`src/rtl/lsu.sv`:
```
// Load/store unit: one outstanding request, range/alignment checks, programmable
// pre-access wait, extended load data or error code on the response channel.
//
// state | meaning
// IDLE  | ready for a request; classify and latch on accept
// WAIT  | counting down the wait cycles; memory access when the counter is zero
// RESP  | response presented, held until resp_ready
module lsu #(
    parameter int                    DATA_WIDTH = 32,
    parameter int                    ADDR_WIDTH = 32,
    parameter logic [ADDR_WIDTH-1:0] MEM_BASE   = ADDR_WIDTH'(32'h80000000),
    parameter logic [ADDR_WIDTH-1:0] MEM_SIZE   = ADDR_WIDTH'(32'h5000),
    parameter int                    LATENCY    = 0
) (
    input  logic                  clk,
    input  logic                  rst,
    input  logic                  req_valid,
    output logic                  req_ready,
    input  logic                  req_wen,
    input  logic [2:0]            req_funct3,
    input  logic [ADDR_WIDTH-1:0] req_addr,
    input  logic [DATA_WIDTH-1:0] req_wdata,
    output logic                  resp_valid,
    input  logic                  resp_ready,
    output logic [DATA_WIDTH-1:0] resp_rdata,
    output logic [1:0]            resp_err,
    output logic                  mem_we,
    output logic [1:0]            mem_format,
    output logic [ADDR_WIDTH-1:0] mem_addr,
    output logic [DATA_WIDTH-1:0] mem_wdata,
    output logic [ADDR_WIDTH-1:0] mem_raddr,
    input  logic [DATA_WIDTH-1:0] mem_rdata
);

    typedef enum logic [1:0] {IDLE, WAIT, RESP} state_t;

    localparam logic [1:0] ERR_OK    = 2'b00;
    localparam logic [1:0] ERR_ALIGN = 2'b01;
    localparam logic [1:0] ERR_FAULT = 2'b10;
    localparam logic [1:0] ERR_F3    = 2'b11;

    // One extra bit so a region ending at the top of the address space cannot wrap.
    localparam logic [ADDR_WIDTH:0] MEM_END = {1'b0, MEM_BASE} + {1'b0, MEM_SIZE};

    state_t                state;
    logic [3:0]            cnt;
    logic                  wen_q;
    logic [2:0]            funct3_q;
    logic [ADDR_WIDTH-1:0] addr_q;
    logic [DATA_WIDTH-1:0] wdata_q;

    logic                  funct3_ok;
    logic                  misaligned;
    logic                  out_of_range;
    logic [1:0]            req_err;
    logic [DATA_WIDTH-1:0] load_data;

    always_comb begin
        if (req_wen)
            funct3_ok = (req_funct3 == 3'b000) || (req_funct3 == 3'b001) || (req_funct3 == 3'b010);
        else
            funct3_ok = (req_funct3 == 3'b000) || (req_funct3 == 3'b001) || (req_funct3 == 3'b010) ||
                        (req_funct3 == 3'b100) || (req_funct3 == 3'b101);

        case (req_funct3[1:0])
            2'b01:   misaligned = req_addr[0];
            2'b10:   misaligned = |req_addr[1:0];
            default: misaligned = 1'b0;
        endcase

        out_of_range = (req_addr < MEM_BASE) || ({1'b0, req_addr} >= MEM_END);

        if (!funct3_ok)
            req_err = ERR_F3;
        else if (misaligned)
            req_err = ERR_ALIGN;
        else if (out_of_range)
            req_err = ERR_FAULT;
        else
            req_err = ERR_OK;
    end

    // The RAM returns unmasked data; narrow accesses are masked and extended here.
    always_comb begin
        case (funct3_q)
            3'b000:  load_data = {{(DATA_WIDTH-8){mem_rdata[7]}}, mem_rdata[7:0]};
            3'b001:  load_data = {{(DATA_WIDTH-16){mem_rdata[15]}}, mem_rdata[15:0]};
            3'b100:  load_data = {{(DATA_WIDTH-8){1'b0}}, mem_rdata[7:0]};
            3'b101:  load_data = {{(DATA_WIDTH-16){1'b0}}, mem_rdata[15:0]};
            default: load_data = mem_rdata;
        endcase
    end

    always_ff @(posedge clk) begin
        if (rst) begin
            state      <= IDLE;
            cnt        <= 4'd0;
            wen_q      <= 1'b0;
            funct3_q   <= 3'b000;
            addr_q     <= '0;
            wdata_q    <= '0;
            resp_rdata <= '0;
            resp_err   <= ERR_OK;
        end else begin
            case (state)
                IDLE: begin
                    if (req_valid) begin
                        wen_q    <= req_wen;
                        funct3_q <= req_funct3;
                        addr_q   <= req_addr;
                        wdata_q  <= req_wdata;
                        if (req_err != ERR_OK) begin
                            resp_err   <= req_err;
                            resp_rdata <= '0;
                            state      <= RESP;
                        end else begin
                            cnt   <= 4'(LATENCY);
                            state <= WAIT;
                        end
                    end
                end
                WAIT: begin
                    if (cnt != 4'd0) begin
                        cnt <= cnt - 4'd1;
                    end else begin
                        resp_rdata <= wen_q ? '0 : load_data;
                        resp_err   <= ERR_OK;
                        state      <= RESP;
                    end
                end
                RESP: begin
                    if (resp_ready)
                        state <= IDLE;
                end
                default: state <= IDLE;
            endcase
        end
    end

    assign req_ready  = (state == IDLE);
    assign resp_valid = (state == RESP);

    // rst gates the strobe so a reset landing on the access cycle never writes.
    assign mem_we     = (state == WAIT) && (cnt == 4'd0) && wen_q && !rst;
    assign mem_format = funct3_q[1:0];
    assign mem_addr   = addr_q;
    assign mem_raddr  = addr_q;
    assign mem_wdata  = wdata_q;

endmodule
```
`config.mk`:
```
export PLATFORM = sky130hd
export DESIGN_NAME = lsu
export DESIGN_NICKNAME = d
export VERILOG_FILES = /design/src/rtl/lsu.sv
export SDC_FILE = /design/constraint.sdc
export NUM_CORES = 1
export LEC_CHECK = 0
export BUFFER_PORTS_ARGS = -buffer_cell sky130_fd_sc_hd__clkbuf_2
export CAP_MARGIN = 30
export CORE_AREA = 2 2 141 143
export CTS_CLUSTER_DIAMETER = 200
export DETAILED_ROUTE_END_ITERATION = 7
export DIE_AREA = 0 0 143 145
export PLACE_DENSITY = 0.49
export SLEW_MARGIN = 40
export SYNTH_ARGS = -nofsm -noshare
export SYNTH_HDL_FRONTEND = slang
export SYNTH_SLANG_ARGS = --single-unit
```
`constraint.sdc`:
```
create_clock -name clk -period 2.6 [get_ports clk]
set_input_delay 0.26 -clock clk [delete_from_list [all_inputs] [get_ports clk]]
set_output_delay 0.26 -clock clk [all_outputs]
set_load 0.02 [all_outputs]
```
## Yosys cells after proc, flatten, opt, wreduce, memory -nomap -nowiden

Index checks and enable logic that the tools add are counted.

| word-level totals | value |
|---|---|
| flip-flop bits (word level) | 108 |
| bits of input ports | 104 |
| output and inout bits | 135 |
| logic and storage cells | 73 |

| cells by class | value |
|---|---|
| add/subtract/negate cells | 1 |
| magnitude comparators | 2 |
| equality and inequality tests | 17 |
| muxes and demuxes | 24 |
| reductions and logical operators | 21 |

Operator list:

| cell | number |
|---|---|
| $mux W32 | 4 |
| $pmux W32 S4 | 1 |
| $pmux W32 S2 | 1 |
| $ge A32 B32 Y1 const B | 1 |
| $lt A32 B32 Y1 const B | 1 |
| $mux W2 | 10 |
| $eq A3 B3 Y1 const B | 4 |
| $mux W4 | 3 |
| $ne A2 B2 Y1 const B | 4 |
| $pmux W4 S2 | 1 |
| $reduce_and A4 Y1 | 2 |
| $eq A3 B1 Y1 const B | 2 |
| $logic_not A3 Y1 | 2 |
| $pmux W2 S3 | 1 |
| $logic_or A1 B1 Y1 | 5 |
| $eq A2 B1 Y1 const B | 2 |
| $eq A2 B2 Y1 const B | 2 |
| $logic_not A4 Y1 | 1 |
| $ne A2 B1 Y1 const B | 2 |
| $pmux W2 S2 | 1 |
| $reduce_bool A2 Y1 | 2 |
| $reduce_bool A4 Y1 | 1 |
| $sub A4 B1 Y4 const B | 1 |
| $eq A3 B2 Y1 const B | 1 |
| other kinds (8) | 10 |

## Logic depth before layout (Yosys ltp)

Gate-level depths: netlist of the first run.

| depth | value |
|---|---|
| depth in word-level cells | 11 |
| mapped depth | 8 |
| gate-level depth less buffers | 6 |

## Worst setup path after synthesis of the first run

OpenSTA, ideal clock, no wires.

| path | value |
|---|---|
| kind | reg-to-output |
| from | reg state[0] |
| to | out mem_we |
| arrival time | 1.975 ns |
| setup slack | 0.365 ns |
| cell stages (with the launch flop) | 7 |
| path buffers | 3 |
| cells stage by stage | dfxtp_1 -> clkbuf_1 -> nor4bb_1 -> nand2b_1 -> clkbuf_1 -> clkbuf_1 -> nor3b_1 |

| on the way | value |
|---|---|
| cells in the longest elaborated chain, start to end | 4 |

RTL lines:

| what | line | source |
|---|---|---|
| start: declaration | 45 | `state_t state;` |
| start signal: assignment | 96 | `state <= IDLE;` |
| start signal: assignment | 115 | `state <= RESP;` |
| start signal: assignment | 118 | `state <= WAIT;` |
| $eq A2 B1 Y1 | 144 | `assign mem_we = (state == WAIT) && (cnt == 4'd0) && wen_q && !rst;` |
| $logic_and A1 B1 Y1 (3 in a row) | 144 |  |
| end: declaration | 27 | `output logic mem_we,` |

Every way passes these cells.

## Worst setup path in the final report of the first run

Same ends and word-level chain as after synthesis.

==> metrics, run 1 <==
First-pass DRT Iterations=5; Max Slew Vio Count=0; Clock Skews=0.0100 ns; CTS tree=built; routability cong.=between 0.7 and 0.8; initial DRC count=156; Post-synth EDFFs=0; Skew-Pair Late Insertion Delay=between 0.3 and 0.4 ns; grt ovf=0; sequential share of the synthesized area=a little under half; setup tns final=0 ns; Power, Total=3730 uW; die area=between 20,000 and 25,000 um2; Req. time, crit path=2.34 ns; final wirelength=about 15,000 um; Crit Path Class=flip-flop to output pin; Mapped Cells=about 570; CP endpoint kind=output pin; Final Hold Fails=0; vias in the first global route=around 4,300; Tightest Pin Transition=between 0.7 and 0.8 ns; critical path peak fanout=12; # port buffers=approximately 240; Max VDD drop=0.268 mV; I/O Pins=239; setup bufs post-CTS=0; # resized after CTS=0; setup ws final=just over 0.3 ns; Post-synth ARST share=0%; critical path launch point type=flip-flop; initial antenna violation count=0; dpl cell area=roughly 6000 um2; cell area after layout=~6300 um2; ant diodes=0; CTS Buf Count=9; Max Freq=roughly 440 MHz; outcome=completed; Routed WL per cell=14.7 um; Max-Cap Viols=0; final antenna-violating net count=0; H-Tree Depth=3; Synth Flop Type=dfxtp_1; clk buf depth=2; via/cell ratio=approximately 4.3; syn nets=about 700; Worst-path clk slew=around 0.080 ns; WP data arrival=roughly 2.0 ns; first-pass GRT wire length=between 20,000 and 25,000 um; RSZ-0062 raised after global routing=no; nets=872; Leak Pwr=~0.0028 uW; Max-slew headroom=about half; synthesized area=~4700 um2; Layout area overhead=33.8%; cts-stage hold buffer count=0; mean area per synthesized cell=8.22 um2; CTS root buffer=clkbuf_16; die height=~150 um; hold crit path type=input port to flip-flop; Yosys warnings=0; DRC violations left=0; dpl ws=approximately 0.37 ns; Final HPWL DP=approximately 11,000 um; share of cells above drive strength 1=38.0%; Distinct cells, synth=between 40 and 50; reg2reg setup slack=0.51 ns; Die Span X=143 um; Setup Viol. Count Final=0; Initial Util=between 20% and 30%; crit share post-route=88.3%; total power density per cell area=between 500 and 600 nW/um2; # rows=between 50 and 60; min cycle time layout=2.29 ns; flops & latches, synth=roughly 110; Global Route Usage Sum=between 10 and 15%; Sink Count=around 110; largest net degree at the start of global routing=40; Vias=around 4,400; Core Footprint=about 19,000 um2
## power by group
group | switching (uW) | total (uW) | internal (uW)
registers | 52.9 | 1780 | 1720
clock network | 670 | 1360 | 686
logic | 372 | 594 | 222
total | 1090 | 3730 | 2630
## sequential cells by signal (all words and copies together), names as in the netlist
register	cells
cnt	4
funct3_q	3
mem_addr	32
mem_wdata	32
resp_err	2
resp_rdata	32
state	2
wen_q	1
## critical path, stage by stage, from the launching register on
cell and delay [ns]:
dfxtp_1 0.57, nor4bb_1 0.41, nand2b_1 0.24, nor3b_1 0.24, clkbuf_2 0.23
## final timing paths
kind / cells after the start / start / end
max: 4 / state[0]$_SDFFE_PP0P_ / mem_we
min: 3 / mem_rdata[5] / resp_rdata[5]$_SDFFE_PP0P_
max reg2reg: 7 / cnt[0]$_SDFFE_PP0P_ / resp_rdata[11]$_SDFFE_PP0P_
min reg2reg: 2 / mem_wdata[24]$_SDFFE_PP0P_ / mem_wdata[24]$_SDFFE_PP0P_
## per-stage QoR
stage	hold WS, ns	cells	util [%]
finish	0.0978	1034	32.7
global route	0.0952	1034	32.7
detailed placement	0.448	1018	31.2
CTS	0.0839	1034	32.7
global placement	0.443	1018	31.2
floorplan	0.369	572	-
## cells in the final DEF (no fill, tap or decap), types with 2 or more instances in the layout
master / count
clkbuf_2: 237
nor2b_1: 19
nand2_1: 151
a21o_1: 2
inv_1: 5
mux2i_1: 2
clkbuf_16: 9
o22ai_1: 6
or3b_4: 2
nand2b_1: 4
clkinvlp_4: 3
a21oi_1: 71
nand3b_1: 33
and3_1: 2
o221ai_1: 2
o22ai_2: 10
nor3_1: 4
nand3_1: 3
buf_4: 19
o21a_1: 8
nor4_1: 2
nor4bb_1: 2
ha_1: 4
nor2_1: 7
dfxtp_1: 108
o21ai_0: 28
## cells in the mapped netlist, types with 3 or more instances
master,n,share of area (%)
nand3b_1,33,5.3
nor2b_1,19,2.5
buf_4,34,5.4
ha_1,4,1.1
o21a_1,8,1.3
a21oi_1,71,7.6
nand2_1,151,12
o22ai_2,10,2.7
o22ai_1,6,0.80
nor3_1,4,0.43
inv_1,5,0.40
nand2b_1,4,0.53
dfxtp_1,108,46
clkbuf_1,38,3.0
o21ai_0,28,3.0
nor2_1,8,0.64
nand3_1,3,0.32
## metal layers
layer | global-route usage, % | part of all wire [%]
met5 | 0 | 0
met4 | 4.41 | 1.3
met3 | 4.03 | 6.1
met2 | 21.8 | 45
met1 | 20.2 | 48
## cell families (layout without fill, tap and decap cells)
| logic type | Yosys count | count (layout) | share of synthesized area (%) |
|---|---|---|---|
| multiplexers | 2 | 2 | 0.426 |
| adder cells (fa/ha/maj) | 4 | 4 | 1.07 |
| buffers and inverters | 81 | 278 | 9.40 |
| AND/OR/NAND/NOR | 236 | 236 | 24.1 |
| flip-flops | 108 | 108 | 46.0 |
| AO/OA/AOI/OAI | 141 | 141 | 19.0 |
## cell type report
cell class	count	area (um2)
Inverter	5	18.8
Timing Repair Buffer	257	1350
Clock buffer	10	239
Tap cell	265	332
Fill cell	2122	12900
Clock inverter	6	47.5
Multi-Input combinational cell	383	2140
Sequential cell	108	2160
(Power assumes the default switching activity.)
==> run 2, diff against run 1 <==
==> constraint.sdc (replaced) <==
create_clock -name clk -period 2.8 [get_ports clk]
set_input_delay 0.28 -clock clk [delete_from_list [all_inputs] [get_ports clk]]
set_output_delay 0.28 -clock clk [all_outputs]
set_load 0.02 [all_outputs]
==> metrics, run 2 (synthesized netlist as in run 1, its figures left out) <==
delay-heaviest family, CP=simple AND/OR/NAND/NOR gates; met1 usage in global routing=19.1% (-1.1 points); Req. time, crit path=2.52 ns (+0.18 ns); nets=871 (-0.11%); Worst-path clk slew=0.08 ns (about the same); crit share post-route=81.5%; share of cells above drive strength 1=37.8% (-0.21 points); vias in the first global route=4,245 (-0.84%); CP Cell Sequence=inv_1, ha_1, nor4bb_1, nand2b_1, nor3b_1, clkbuf_2; # port buffers=238 (unchanged); Core Footprint=19,200 um2 (unchanged); ant diodes=0 (unchanged); most frequent cells in the layout=clkbuf_2, nand2_1, dfxtp_1, a21oi_1, nand3b_1; Crit Path Class=flip-flop to output pin; Initial Util=24.5% (unchanged); H-Tree Depth=3 (unchanged); Worst path max stage delay=0.35 ns (-0.22 ns); Final Hold Fails=0 (unchanged); Non-Filler Instances=1,033 (-0.097%); met3 global-route usage=3.76% (-0.26 points); die height=145 um (unchanged); CP bufs+invs=2 (+1); Clock Skews=0.00962 ns (-0.000427 ns); CTS root buffer=clkbuf_16; Slowest-stage cell, CP=dfxtp_1; final antenna-violating net count=0 (unchanged); dpl cells=1,017 (-0.098%); initial antenna violation count=0 (unchanged); DRC violations left=0 (unchanged); Global Route Usage Sum=14.5% (-0.076 points); Vias=4,451 (+0.52%); Layout area overhead=33.9%; outcome=completed; Leak Pwr=0.00281 uW (+0.37%); WP data arrival=2.00 ns (-0.03 ns); Tightest Pin Transition=0.791 ns (+0.0345 ns); Routed WL per cell=14.7 um (+0.22%); critical path launch point type=flip-flop; Final HPWL DP=10,900 um (-0.27%); RSZ-0062 raised after global routing=no; I/O Pins=239 (unchanged); largest net degree at the start of global routing=49 (+23%); cts-stage hold buffer count=0 (unchanged); CTS tree=built; Die Span X=143 um (unchanged); Skew-Pair Late Insertion Delay=0.35 ns (about the same); Max-Cap Viols=0 (unchanged); # rows=51 (unchanged); routability cong.=0.732 (-7.0%); initial DRC count=190 (+22%); CTS Buf Count=9 (unchanged); setup tns final=0 ns (unchanged); Setup Viol. Count Final=0 (unchanged); setup bufs post-CTS=0 (unchanged); busiest layer in global routing=met2; total power density per cell area=562 nW/um2 (-5.2%); hold crit path type=input port to flip-flop; first-pass GRT wire length=23,700 um (-0.23%); final wirelength=15,200 um (+0.12%); Max VDD drop=0.260 mV (-3.0%); Max-slew headroom=46.5% (-2.9 points); min cycle time layout=approximately 2.3 ns; met2 global-route usage=23.0% (+1.2 points); First-pass DRT Iterations=4 (-1); clk buf depth=2 (unchanged); die area=20,700 um2 (unchanged); critical path peak fanout=6 (-6); # resized after CTS=0 (unchanged); grt ovf=0 (unchanged); Sink Count=108 (unchanged); CP endpoint kind=output pin; most common cell after layout, fill and taps aside=clkbuf_2; Max Slew Vio Count=0 (unchanged); via/cell ratio=4.31 (+0.62%); Max Freq=~440 MHz
run 2: path summary, 6_finish.rpt:
| check | from | end | slack, ns | cells past startpoint |
|---|---|---|---|---|
| setup / recovery | cnt[0]$_SDFFE_PP0P_ | mem_we | 0.52 | 6 |
| hold / removal | mem_rdata[2] | resp_rdata[2]$_SDFFE_PP0P_ | 0.13 | 3 |
| setup reg to reg | cnt[0]$_SDFFE_PP0P_ | resp_rdata[11]$_SDFFE_PP0P_ | 0.73 | 7 |
| hold reg to reg | mem_wdata[31]$_SDFFE_PP0P_ | mem_wdata[31]$_SDFFE_PP0P_ | 0.45 | 2 |
run 2: per-stage QoR:
stage,total power [uW],util [%],hold WS (ns),cell area [um2],worst slack (ns)
2_1_floorplan,2020,-,0.389,4700,0.545
3_3_place_gp,2240,31.1,0.442,5980,0.616
3_5_place_dp,2250,31.2,0.447,5990,0.539
4_1_cts,3610,32.8,0.114,6290,0.505
5_1_grt,3720,32.8,0.127,6290,0.379
6_report,3540,32.8,0.129,6290,0.518
run 2: worst min-delay path, delay by kind of cell:
family                 cells  cell delay, ns
AND/OR/NAND/NOR            1            0.04
AO/OA/AOI/OAI              1            0.05
buffers and inverters      1            0.08
run 2: power breakdown:
group	internal (uW)	leakage, uW	total [uW]	switching (uW)
Combinational	204	0.00178	550	346
Clock	711	0.000150	1340	628
Sequential	1600	0.000882	1650	48.4
run 2: final cells by class:
type / instances / area (um2)
Sequential cell: 108 / 2160
Clock buffer: 9 / 225
Tap cell: 265 / 332
Multi-Input combinational cell: 383 / 2130
Timing Repair Buffer: 256 / 1340
Inverter: 5 / 18.8
Fill cell: 2094 / 12900
Clock inverter: 7 / 82.6
run 2: layer usage:
metal	wire length, um	up-vias
li1	-	2280
met1	7090	2022
met2	7040	137
met3	842	12
met4	244	0
met5	0	-
